File: src/rtl/seg7_pkg.sv
// Shared definitions for blocks that drive or read a 7-segment display bus.
// Segment bit order is g..a (bit0 = a, bit6 = g), active-high.
package seg7_pkg;

  localparam logic [6:0] SEG_0     = 7'h3F;
  localparam logic [6:0] SEG_1     = 7'h06;
  localparam logic [6:0] SEG_2     = 7'h5B;
  localparam logic [6:0] SEG_3     = 7'h4F;
  localparam logic [6:0] SEG_4     = 7'h66;
  localparam logic [6:0] SEG_5     = 7'h6D;
  localparam logic [6:0] SEG_6     = 7'h7D;
  localparam logic [6:0] SEG_7     = 7'h07;
  localparam logic [6:0] SEG_8     = 7'h7F;
  localparam logic [6:0] SEG_9     = 7'h6F;
  localparam logic [6:0] SEG_BLANK = 7'h00;

  // Sequence-tracking state of the monitor: no digit yet, one digit seen
  // (no interval measurable), or at least two digits seen.
  typedef enum logic [1:0] {
    EMPTY  = 2'd0,
    FIRST  = 2'd1,
    LOCKED = 2'd2
  } mon_state_t;

endpackage

File: src/rtl/seg7_decode.sv
// Combinational inverse of the seg7 encoder: maps a segment pattern back to
// its BCD digit. Any pattern that is not one of the ten digit codes (blank
// included) reports valid = 0 and digit = 0.
module seg7_decode
  import seg7_pkg::*;
(
  input  logic [6:0] seg,
  output logic       valid,
  output logic [3:0] digit
);

  // Exact-match lookup against the ten digit codes
  always_comb begin
    valid = 1'b1;
    digit = 4'd0;
    case (seg)
      SEG_0:   digit = 4'd0;
      SEG_1:   digit = 4'd1;
      SEG_2:   digit = 4'd2;
      SEG_3:   digit = 4'd3;
      SEG_4:   digit = 4'd4;
      SEG_5:   digit = 4'd5;
      SEG_6:   digit = 4'd6;
      SEG_7:   digit = 4'd7;
      SEG_8:   digit = 4'd8;
      SEG_9:   digit = 4'd9;
      default: valid = 1'b0;
    endcase
  end

endmodule

File: src/rtl/seg7_monitor.sv
// Receive-side monitor for a 7-segment counter display. Synchronizes the
// bus, accepts a pattern once it has been stable long enough, decodes it,
// checks the 0..9 counting sequence and measures the cycle count between
// successive digit changes.
//
// digit_stb is a one-cycle event (no back-pressure): it is high for exactly
// the cycle after a valid pattern is accepted, and digit/period/flags are
// already updated during that cycle.
module seg7_monitor
  import seg7_pkg::*;
#(
  parameter int STABLE_CYCLES = 16,
  parameter int PERIOD_W      = 24
) (
  input  logic                clk,
  input  logic                reset,
  input  logic [6:0]          seg_in,
  input  logic                clear,
  output logic [3:0]          digit,
  output logic                digit_valid,
  output logic                digit_stb,
  output logic [PERIOD_W-1:0] period,
  output logic                period_valid,
  output logic                seq_error,
  output logic                bad_pattern,
  output logic [1:0]          fsm_state
);

  localparam logic [7:0]          STAB_MAX = 8'(STABLE_CYCLES - 1);
  localparam logic [PERIOD_W-1:0] PCNT_MAX = {PERIOD_W{1'b1}};
  localparam logic [PERIOD_W-1:0] PCNT_ONE = PERIOD_W'(1);

  logic [6:0]          s1, s2, cand, acc;
  logic [7:0]          stab;
  logic [PERIOD_W-1:0] pcnt;
  mon_state_t          state, state_next, eff_state;

  logic       accept, acc_valid, acc_bad;
  logic       dec_valid;
  logic [3:0] dec_digit;
  logic [3:0] next_exp;

  seg7_decode u_decode (
    .seg   (cand),
    .valid (dec_valid),
    .digit (dec_digit)
  );

  // One event per newly stable pattern; re-settling on the already accepted
  // pattern (after a short glitch) does not fire again.
  assign accept    = (stab == STAB_MAX) && (cand == s2) && (cand != acc);
  assign acc_valid = accept && dec_valid;
  assign acc_bad   = accept && !dec_valid;
  assign next_exp  = (digit == 4'd9) ? 4'd0 : digit + 4'd1;
  assign fsm_state = state;

  // Two-flop synchronizer and stability filter
  always_ff @(posedge clk or posedge reset) begin
    if (reset) begin
      s1   <= '0;
      s2   <= '0;
      cand <= '0;
      acc  <= '0;
      stab <= '0;
    end else begin
      s1 <= seg_in;
      s2 <= s1;
      if (s2 != cand) begin
        cand <= s2;
        stab <= '0;
      end else if (stab < STAB_MAX) begin
        stab <= stab + 8'd1;
      end
      if (accept) acc <= cand;
    end
  end

  // State the accept sees: a simultaneous clear makes it the first digit
  always_comb begin
    eff_state  = clear ? EMPTY : state;
    state_next = eff_state;
    if (acc_valid) state_next = (eff_state == EMPTY) ? FIRST : LOCKED;
  end

  // FSM state register
  always_ff @(posedge clk or posedge reset) begin
    if (reset) state <= EMPTY;
    else       state <= state_next;
  end

  // Period counter: restarts at 1 on each valid digit, saturates otherwise
  always_ff @(posedge clk or posedge reset) begin
    if (reset)                pcnt <= '0;
    else if (acc_valid)       pcnt <= PCNT_ONE;
    else if (clear)           pcnt <= '0;
    else if (pcnt != PCNT_MAX) pcnt <= pcnt + PCNT_ONE;
  end

  // Digit, strobe, period capture and sticky flags
  always_ff @(posedge clk or posedge reset) begin
    if (reset) begin
      digit        <= '0;
      digit_valid  <= 1'b0;
      digit_stb    <= 1'b0;
      period       <= '0;
      period_valid <= 1'b0;
      seq_error    <= 1'b0;
      bad_pattern  <= 1'b0;
    end else begin
      digit_stb <= acc_valid;
      if (clear) begin
        seq_error    <= 1'b0;
        bad_pattern  <= 1'b0;
        period       <= '0;
        period_valid <= 1'b0;
      end
      if (acc_valid) begin
        digit       <= dec_digit;
        digit_valid <= 1'b1;
        if (eff_state != EMPTY) begin
          period       <= pcnt;
          period_valid <= 1'b1;
          if (dec_digit != next_exp) seq_error <= 1'b1;
        end
      end
      // Invalid pattern leaves digit, FSM and period counter alone
      if (acc_bad) begin
        bad_pattern <= 1'b1;
        digit_valid <= 1'b0;
      end
    end
  end

endmodule

File: config.mk
export PLATFORM = sky130hd
export DESIGN_NAME = seg7_monitor
export DESIGN_NICKNAME = d
export VERILOG_FILES = /design/src/rtl/seg7_pkg.sv /design/src/rtl/seg7_decode.sv /design/src/rtl/seg7_monitor.sv
export SDC_FILE = /design/constraint.sdc
export NUM_CORES = 1
export LEC_CHECK = 0
export CAP_MARGIN = 10
export CORE_UTILIZATION = 61
export CTS_CLUSTER_DIAMETER = 30
export DETAILED_ROUTE_END_ITERATION = 8
export GPL_TIMING_DRIVEN = 0
export PLACE_DENSITY = 0.85
export SLEW_MARGIN = 10
export SYNTH_ARGS = -nofsm -noshare
export SYNTH_HDL_FRONTEND = slang
export SYNTH_HIERARCHICAL = 1
export SYNTH_SLANG_ARGS = --single-unit
File: constraint.sdc
create_clock -name clk -period 5.2 [get_ports clk]
set_clock_uncertainty 0.2 [all_clocks]
set_input_delay 1.3 -clock clk [delete_from_list [all_inputs] [get_ports clk]]
set_output_delay 1.3 -clock clk [all_outputs]
set_load 0.01 [all_outputs]
# Word level (Yosys, flattened, before mapping)
# Cells that the tools add are included.
[totals]
regBits = 95
inputBits = 10
out_inout_bits = 35
wordCells = 72
[classes]
add_sub_neg = 3
magnitude_cmp = 1
n_eq_ne = 17
mux = 25
n_reduce_logical = 12
[op_table]
columns = ["cell", "count"]
rows = [
  ["$mux 24", 6],
  ["$eq 7x7->1 const B", 7],
  ["$pmux 4 s9", 1],
  ["$add 24x1->24 const B", 1],
  ["$ne 24x24->1 const B", 1],
  ["$mux 8", 2],
  ["$eq 7x3->1 const B", 2],
  ["$ne 7x7->1", 2],
  ["$mux 1", 12],
  ["$reduce_or 10->1", 1],
  ["$add 8x1->8 const B", 1],
  ["$eq 8x4->1 const B", 1],
  ["$lt 8x4->1 const B", 1],
  ["$reduce_bool 2->1", 4],
  ["$eq 7x6->1 const B", 1],
  ["$eq 7x7->1", 1],
  ["$mux 2", 3],
  ["$add 4x1->4 const B", 1],
  ["$eq 4x4->1 const B", 1],
  ["$logic_and 1x1->1", 4],
  ["$mux 4", 1],
  ["$ne 4x4->1", 1],
  ["$reduce_bool 3->1", 1],
  ["$logic_not 2->1", 1],
  ["$logic_not 1->1", 1],
]

# Depth between registers and ports, before layout
# Gate-level depths: netlist of run 1.
[depth]
depth_word = 6
ltp_mapped = 8
mapped_depth_nobuf = 8

# Hierarchy
# The synthesis of run 1 kept the hierarchy.
[modules_own_cells]
columns = ["module", "instances", "cells_each", "area_each_um2", "seq_area_each_um2"]
rows = [
  ["seg7_monitor", 1, 358, 4252.8, 2377.3],
  ["seg7_decode", 1, 26, 190.2, 0.0],
]

# Least setup slack after synthesis of run 1
# OpenSTA, ideal clock, no wires.
[synth_path]
path_type = "input-to-reg"
startpoint = "input clear"
endpoint = "register period[17]"
setup_time_ns = 0.125
t_arrival_ns = 2.313
required_ns = 4.875
slack_ns = 2.562
stages = 4
path_buffers = 1
path_cell_list = "nor3_1 nand4_4 buf_4 mux2_4"
[synth_between]
elab_chain_len = 4
word_cells_on_any_way = 5
classes_between = "mux (4); reduce/logical (1)"
[synth_rtl]
columns = ["item", "line", "source"]
rows = [
  ["start, declared", "seg7_monitor.sv:18", "input logic clear,"],
  ["$mux 2", "seg7_monitor.sv:80", "eff_state = clear ? EMPTY : state;"],
  ["$reduce_bool 2->1", "seg7_monitor.sv:120", "if (eff_state != EMPTY) begin"],
  ["$mux 24", "seg7_monitor.sv:120", ""],
  ["$mux 24 *", "seg7_monitor.sv:117", "if (acc_valid) begin"],
  ["end signal, assigned", "seg7_monitor.sv:121", "period <= pcnt;"],
  ["end, declared", "seg7_monitor.sv:22", "output logic [PERIOD_W-1:0] period,"],
]
# Every way passes the cells marked *; elsewhere a longest branch is shown, timed or not.
# A chain may end at the register's enable or synchronous reset.

# Worst setup path after layout of run 1
[layout_path]
startpoint = "register cand[5]"
endpoint = "register period[20]"
[layout_between]
elab_chain_len = 5
word_cells_on_any_way = 18
classes_between = "eq/ne (12); mux (2); reduce/logical (4)"
[layout_rtl]
columns = ["item", "line", "source"]
rows = [
  ["start, declared", "seg7_monitor.sv:33", "logic [6:0] s1, s2, cand, acc;"],
  ["start signal, assigned", "seg7_monitor.sv:62", "cand <= '0;"],
  ["start signal, assigned", "seg7_monitor.sv:69", "cand <= s2;"],
  ["$eq 7x6->1, or another cell as far along", "seg7_decode.sv:16", "case (seg)"],
  ["$reduce_or 10->1 (no source line) *", "--", ""],
  ["$mux 1 *", "seg7_decode.sv:16", ""],
  ["via dec_valid", "seg7_monitor.sv:39", "logic dec_valid;"],
  ["$logic_and 1x1->1 *", "seg7_monitor.sv:52", "assign acc_valid = accept && dec_valid;"],
  ["$mux 24 *", "seg7_monitor.sv:117", ""],
]
# Mark *: on every way through the listed nets, which the timed path passes. The rest lies on a longest branch.

==> metrics.cfg, run 1 <==
[outcome]
status=complete, no violations

[layout]
fill_cell_total_of_the_finished_layout=484
syn_to_final_growth_pct=17.9
sequential_standard_cell_area_um2=2380
ratio_of_cells_with_drive_above_1_in_the_final_layout_pct=14.6
diodes=0
design.final.nets=452
multi_input_area_um2=1940

[grt]
grt_start_max_net_pins=56
first_global_vias=3070
global_route.usage.total_pct=25.6
antenna_found_initial=0
grt-ovfl-total=0
grt_first_pass_wirelength_um=14800

[worst_setup_path]
critPathCaptureType=register
worst-path-max-fanout=12
start_kind=register
reg2reg_from=cand[5]
cp_data_required_time_ns=5.25
critical_path.startpoint=cand[5]
setup.worst_path.class=register to register
arrival_ns=3.03

[floorplan]
floorplan.core_area_um2=6910
die_width_um=87.3
floorplan.io_pins=45
placement_rows=30
initial_core_util_pct=64.3
die_area_um2=7630
chipHeight_um=87.3

[yosys]
synthFlopType=sky130_fd_sc_hd__dfrtp_1
synth_top_cells_by_area=sky130_fd_sc_hd__dfrtp_1 (54%), sky130_fd_sc_hd__mux2_2 (4.8%), sky130_fd_sc_hd__nor2b_1 (4.4%), sky130_fd_sc_hd__xor2_1 (3.9%), sky130_fd_sc_hd__xnor2_1 (2.6%)
synth_cell_type_count=61
mappedNetlistNets=396
avgSynthCellArea_um2=11.6
ys_ff_latch=95
syn_std_cell_area_um2=4440
synth_sequential_area_ratio_pct=53.5
netlist_instances=384
synth-warning-count=6
synth_top_cell_by_area=sky130_fd_sc_hd__dfrtp_1
synth-async-reset-ratio_pct=100
fraction_of_synthesized_cell_area_taken_by_the_top_area_cell_type_pct=53.5
synth_enable_flop_cells=0

[clock_network]
cts.reportedPaths.clkPinSlew_ns=0.09
clock_path_buffers=2
cts-buffers-inserted=9
postCtsSetupBuffers=0
tritoncts=built
clock_tree.root_cell=sky130_fd_sc_hd__clkbuf_8
htree_levels=3
clock_insertion_delay_worst_skew_ns=0.36
cts_sinks=95
post_cts_resize_count=0
cts_hold_repair.buffers=0

[detailed_routing]
detail-route-antenna-nets=0
drtPass1Iterations=4
drc_violation_total_after_the_first_tritonroute_iteration=274
remaining_drc_errors=0
detailed_route_wl_um=8650
routed_via_density=5.84
detailroute.via_count=3158
detail_route.wl_per_cell_um=16.0

[timing]
hold_violations_final=0
worst_slack_ns=2.22
max_freq_mhz=336
finalCriticalPeriod_ns=2.98
fin_crit_sh_pct=57.3
setup_tns_ns=0
setup_viol=0
setup_repair_after_global_routing_missed_its_margin=no
maxSlewViolCount=0
slew_headroom_pct=24.5
worstMarginPinSlew_ns=1.12

[place]
placement.io_buffers=44
gp_routability_congestion=0.887
preCtsSetupSlack_ns=1.86
post-dp-hpwl_um=5890

[worst_hold_path]
min_path_type=register to register
worst_hold_startpoint=s1[3]

[pwr]
power_leakage_nw=2.31
max-vdd-ir-drop_mv=0.170
power_density_over_the_cells_nw_per_um2=251

[job]
max_cap_violations=0

## Yosys cell counts (all sizes together) (5+ instances only)
master,instances
a21oi,10
and3,7
buf,10
clkbuf,11
dfrtp,95
inv,7
mux2,35
nand2,11
nand3,16
nand4,10
nor2,23
nor2b,31
nor3,5
nor4,6
o21ai,9
or4,9
xnor2,13
xor2,20
## cell type report
type                            instances  area share [%]
Sequential cell                        95            45.4
Multi-Input combinational cell        261            37.0
Timing Repair Buffer                   45            8.93
Clock buffer                            9            2.37
Tap cell                               96            2.29
Buffer                                 21            1.96
Clock inverter                          7            1.53
Inverter                                7           0.549
## registers in the layout (all words and copies together), names as in the netlist
signal / count
acc: 7
bad_pattern: 1
cand: 7
digit: 4
digit_stb: 1
digit_valid: 1
fsm_state: 2
pcnt: 24
period: 24
period_valid: 1
s1: 7
s2: 7
seq_error: 1
stab: 8
## stage by stage
stage	power, mW	std cells	cell area [um^2]	utilization (%)	hold slack (ns)
floorplan	0.809	384	4440	-	0.131
global placement	0.828	524	5000	72.4	0.131
detailed placement	0.833	525	5030	72.9	0.135
CTS	1.33	541	5240	75.8	0.156
global route	1.37	541	5240	75.8	0.172
finish	1.31	541	5240	75.8	0.155
## logic make-up after synthesis
logic type | synth area share, %
xor gates and xnor gates | 6.51
DFF | 53.5
and+or+nand+nor | 19.4
buffers and inverters | 2.90
AOI/OAI and AO/OA | 7.32
adders and majority gates | 0.563
muxes | 9.83
## worst max-delay path: stages, from the launching register on
cell and delay [ns]:
sky130_fd_sc_hd__dfrtp_1 0.55, sky130_fd_sc_hd__nor4b_2 0.43, sky130_fd_sc_hd__nand2_1 0.13, sky130_fd_sc_hd__o2111ai_1 0.18, sky130_fd_sc_hd__inv_1 0.14, sky130_fd_sc_hd__nor3_1 0.38, sky130_fd_sc_hd__nand4_4 0.28, sky130_fd_sc_hd__buf_4 0.28
sky130_fd_sc_hd__mux2_4 0.30
## worst paths after layout
kind,endpoint,slack [ns],cells after the start
min in group asynchronous,s1[1],1.12,2
min reg2reg,s2[3],0.15,0
min,s2[3],0.15,0
max reg2reg,period[20],2.22,8
max in group asynchronous,period[21],3.06,3
max,period[20],2.22,8
## routing by layer
metal | vias to the layer above | GRT usage (%) | wire [um]
met4 | 0 | 11.3 | 143
met1 | 1565 | 36.4 | 4030
met3 | 13 | 4.08 | 369
met5 | - | 0 | 0
li1 | 1482 | - | -
met2 | 98 | 39.1 | 4100
## power breakdown
part / switching (mW) / internal [mW]
clock network: 0.267 / 0.229
registers: 0.0147 / 0.748
logic: 0.0339 / 0.0213
total: 0.316 / 0.998
## cell usage in the layout (no fill, tap or decap), types with 10 or more instances in the layout
cell / count
sky130_fd_sc_hd__dfrtp_1: 95
sky130_fd_sc_hd__clkdlybuf4s50_1: 44
sky130_fd_sc_hd__nor2b_1: 31
sky130_fd_sc_hd__nor2_1: 22
sky130_fd_sc_hd__xor2_1: 20
sky130_fd_sc_hd__mux2_2: 19
sky130_fd_sc_hd__nand3_1: 14
sky130_fd_sc_hd__xnor2_1: 13
sky130_fd_sc_hd__nand2_1: 11
sky130_fd_sc_hd__clkbuf_1: 11
sky130_fd_sc_hd__a21oi_1: 10
sky130_fd_sc_hd__mux2_1: 10
Note: power is estimated with default switching activity, not from simulation.
==> run 2, diff against run 1 <==
Settings changed: CORE_UTILIZATION 61 to 51, PLACE_DENSITY 0.85 to 0.76.
Clock period 5.2 ns to 2.7 ns, I/O delays scaled along.
==> run 2 against run 1 <==
Sequential cell count is the same; die area up 19%; sequential share of layout area shrank 0.96 points; register-to-register slack got worse by 2.1 ns; worst setup slack got worse by 2.1 ns; clock power up 120%; core utilization fell by 11 points; fmax is 16% higher; worst hold slack lost 0.00068 ns; cell area is 2.6% higher; via count down 0.13%; critical path type unchanged; largest cell class unchanged.
==> metrics.cfg, run 2 (synthesis gave the netlist of run 1 again) <==
[detailed_routing]
routed_via_density=5.69  ; was 5.84
drtPass1Iterations=4  ; unchanged
detail-route-antenna-nets=0  ; unchanged
detailroute.via_count=3154  ; was 3,158
detailed_route_wl_um=8730  ; was 8650 um
detail_route.wl_per_cell_um=15.8  ; was 16.0 um
drc_violation_total_after_the_first_tritonroute_iteration=125  ; was 274
remaining_drc_errors=0  ; unchanged

[layout]
syn_to_final_growth_pct=20.9  ; was 17.9%
fin_util_pct=64.4  ; was 75.8%
largest_registers=pcnt x24, period x24, stab x8  ; unchanged
mostFrequentLayoutCells=sky130_fd_sc_hd__dfrtp_1 (87), sky130_fd_sc_hd__clkdlybuf4s50_1 (44), sky130_fd_sc_hd__nor2b_1 (31)  ; was sky130_fd_sc_hd__dfrtp_1 (95), sky130_fd_sc_hd__clkdlybuf4s50_1 (44), sky130_fd_sc_hd__nor2b_1 (31)
diodes=0  ; unchanged
ratio_of_cells_with_drive_above_1_in_the_final_layout_pct=18.0  ; was 14.6%
design.final.nets=456  ; was 452
final_common_cell=sky130_fd_sc_hd__dfrtp_1  ; unchanged

[worst_setup_path]
critPathCaptureType=register  ; unchanged
worst-path-max-fanout=10  ; was 12
reg2reg_from=cand[5]  ; unchanged
timing.critical_path.slowest_cell_delay_ns=0.49  ; was 0.55 ns
worst_setup_path_endpoint=seq_error  ; was period[20]
critical_path_cell_count=9  ; was 8
arrival_ns=2.62  ; was 3.03 ns
r2r_cells=9  ; was 8
worst_path_cell_chain=buf_4 > nand3_2 > or4_1 > o22ai_1 > xnor2_1 > nor3b_1 > a221oi_1 > a22oi_1 > o2bb2ai_1  ; was nor4b_2 > nand2_1 > o2111ai_1 > inv_1 > nor3_1 > nand4_4 > buf_4 > mux2_4
setup.worst_path.class=register to register  ; unchanged
r2r_setup_slack_ns=0.13  ; was 2.22 ns
critical_path.startpoint=cand[5]  ; unchanged
critical_path.n_buffers_inverters=1  ; was 2
start_kind=register  ; unchanged
timing.critical_path.max_delay_family=simple AND/OR/NAND/NOR gates  ; unchanged
cp_data_required_time_ns=2.75  ; was 5.25 ns
worstReg2RegEnd=seq_error  ; was period[20]
cell_with_the_largest_stage_delay_on_the_worst_path=sky130_fd_sc_hd__dfrtp_2  ; was sky130_fd_sc_hd__dfrtp_1

[pwr]
power.share.sequential_pct=55.4  ; was 58.1%
max-vdd-ir-drop_mv=0.287  ; was 0.170 mV
power_frac_clock_pct=40.2  ; was 37.7%
power_switching_uw=609  ; was 316 uW
power_leakage_nw=2.35  ; was 2.31 nW
internal-power_mw=2.05  ; was 998 uW
power_density_over_the_cells_nw_per_um2=494  ; was 251 nW/um^2
netSwitchingFraction_pct=22.9  ; was 24.0%
power_frac_comb_pct=4.5  ; was 4.2%

[timing]
setup_viol=0  ; unchanged
fin_crit_sh_pct=95.3  ; was 57.3%
finalCriticalPeriod_ns=2.57  ; was 2.98 ns
slew_headroom_pct=53.8  ; was 24.5%
setup_repair_after_global_routing_missed_its_margin=no  ; unchanged
setup_tns_ns=0  ; unchanged
maxSlewViolCount=0  ; unchanged
worstMarginPinSlew_ns=0.687  ; was 1.12 ns
worst_slack_ns=0.127  ; was 2.22 ns
holdWs_ns=0.154  ; was 0.155 ns
max_freq_mhz=389  ; was 336 MHz
hold_violations_final=0  ; unchanged

[place]
gp_routability_congestion=0.849  ; was 0.887
placement.io_buffers=44  ; unchanged
post-dp-hpwl_um=5960  ; was 5890 um
preCtsSetupSlack_ns=-0.196  ; was 1.86 ns

[outcome]
status=complete, no violations  ; unchanged

[grt]
grt_first_pass_wirelength_um=14900  ; was 14,800 um
global_route.usage.total_pct=21.8  ; was 25.6%
grt_start_max_net_pins=29  ; was 56
first_global_vias=3079  ; was 3,070
antenna_found_initial=0  ; unchanged
grt-ovfl-total=0  ; unchanged

[clock_network]
cts.reportedPaths.clkPinSlew_ns=0.09  ; about the same
clock_tree.root_cell=sky130_fd_sc_hd__clkbuf_8  ; unchanged
cts-buffers-inserted=9  ; unchanged
tritoncts=built  ; unchanged
cts_sinks=95  ; unchanged
clock_insertion_delay_worst_skew_ns=0.37  ; was 0.36 ns
clock_path_buffers=2  ; unchanged
htree_levels=3  ; unchanged

[floorplan]
floorplan.io_pins=45  ; unchanged
die_area_um2=9090  ; was 7630 um^2
placement_rows=33  ; was 30
die_width_um=95.3  ; was 87.3 um
floorplan.core_area_um2=8340  ; was 6910 um^2
chipHeight_um=95.3  ; was 87.3 um
initial_core_util_pct=53.3  ; was 64.3%

[job]
max_cap_violations=0  ; unchanged

[worst_hold_path]
worst_hold_startpoint=s1[4]  ; was s1[3]
min_path_type=register to register  ; unchanged

run 2: changes by cell type in the layout (fill, tap and decap cells not counted), moves of 2 or more:
cell | previous run | this run
sky130_fd_sc_hd__dfrtp_2 | 0 | 8
sky130_fd_sc_hd__dfrtp_1 | 95 | 87
sky130_fd_sc_hd__buf_4 | 2 | 5
sky130_fd_sc_hd__buf_12 | 0 | 2
run 2: area by class of cell:
class | instances | area, um^2
inverter | 7 | 30.0
tap | 105 | 131
timing repair buffer | 50 | 531
clock buffer | 10 | 138
fill | 664 | 2970
buffer | 20 | 101
sequential | 95 | 2390
clock inverter | 6 | 91.3
multi-input combinational | 261 | 1960
run 2: worst min-delay path by stage:
stage / endpoint / slack (ns) / cells past startpoint
5_1_grt: s2[5] / 0.16 / 0
4_1_cts: s2[1] / 0.16 / 0
2_1_floorplan: s2[0] / 0.13 / 0
6_report: s2[4] / 0.15 / 0
3_5_place_dp: s2[1] / 0.13 / 0
3_3_place_gp: s2[3] / 0.13 / 0
run 2: layer usage:
metal  track usage [%]  up-vias  wire length (um)
li1                  -     1493                 -
met1              31.3     1560              4160
met2              32.9       88              4040
met3              4.78       13               415
met4              6.57        0               121
met5                 0        -                 0
run 2: repair_timing:
item / CTS / global route
endpoints found under the setup margin: 26 / 41
buffers inserted: 2 / 1
hold buffers: 0 / 0
resized for setup: 5 / 8
pin swaps: 1 / 0
run 2: power groups by stage:
stage	Sequential, mW	Combinational, mW	Clock, mW
after floorplan	1.49	0.0697	0
after global placement	1.49	0.101	0
after detailed placement	1.50	0.117	0
after CTS	1.47	0.119	1.09
after global routing	1.47	0.134	1.15
final	1.47	0.118	1.07
run 2: per-stage QoR:
step	power, mW	instance area, um^2	cells
final	2.65	5370	554
after global routing	2.76	5370	554
after CTS	2.67	5350	554
after detailed placement	1.61	5090	536
after global placement	1.60	5020	533
after floorplan	1.56	4450	384
run 2: worst reg2reg max path: cells and delay by family, from the launching register on:
| family | cells | cell delay [ns] |
|---|---|---|
| buffers and inverters | 1 | 0.17 |
| DFF | 1 | 0.49 |
| and+or+nand+nor | 3 | 0.75 |
| xor gates and xnor gates | 1 | 0.23 |
| AOI/OAI and AO/OA | 4 | 0.62 |
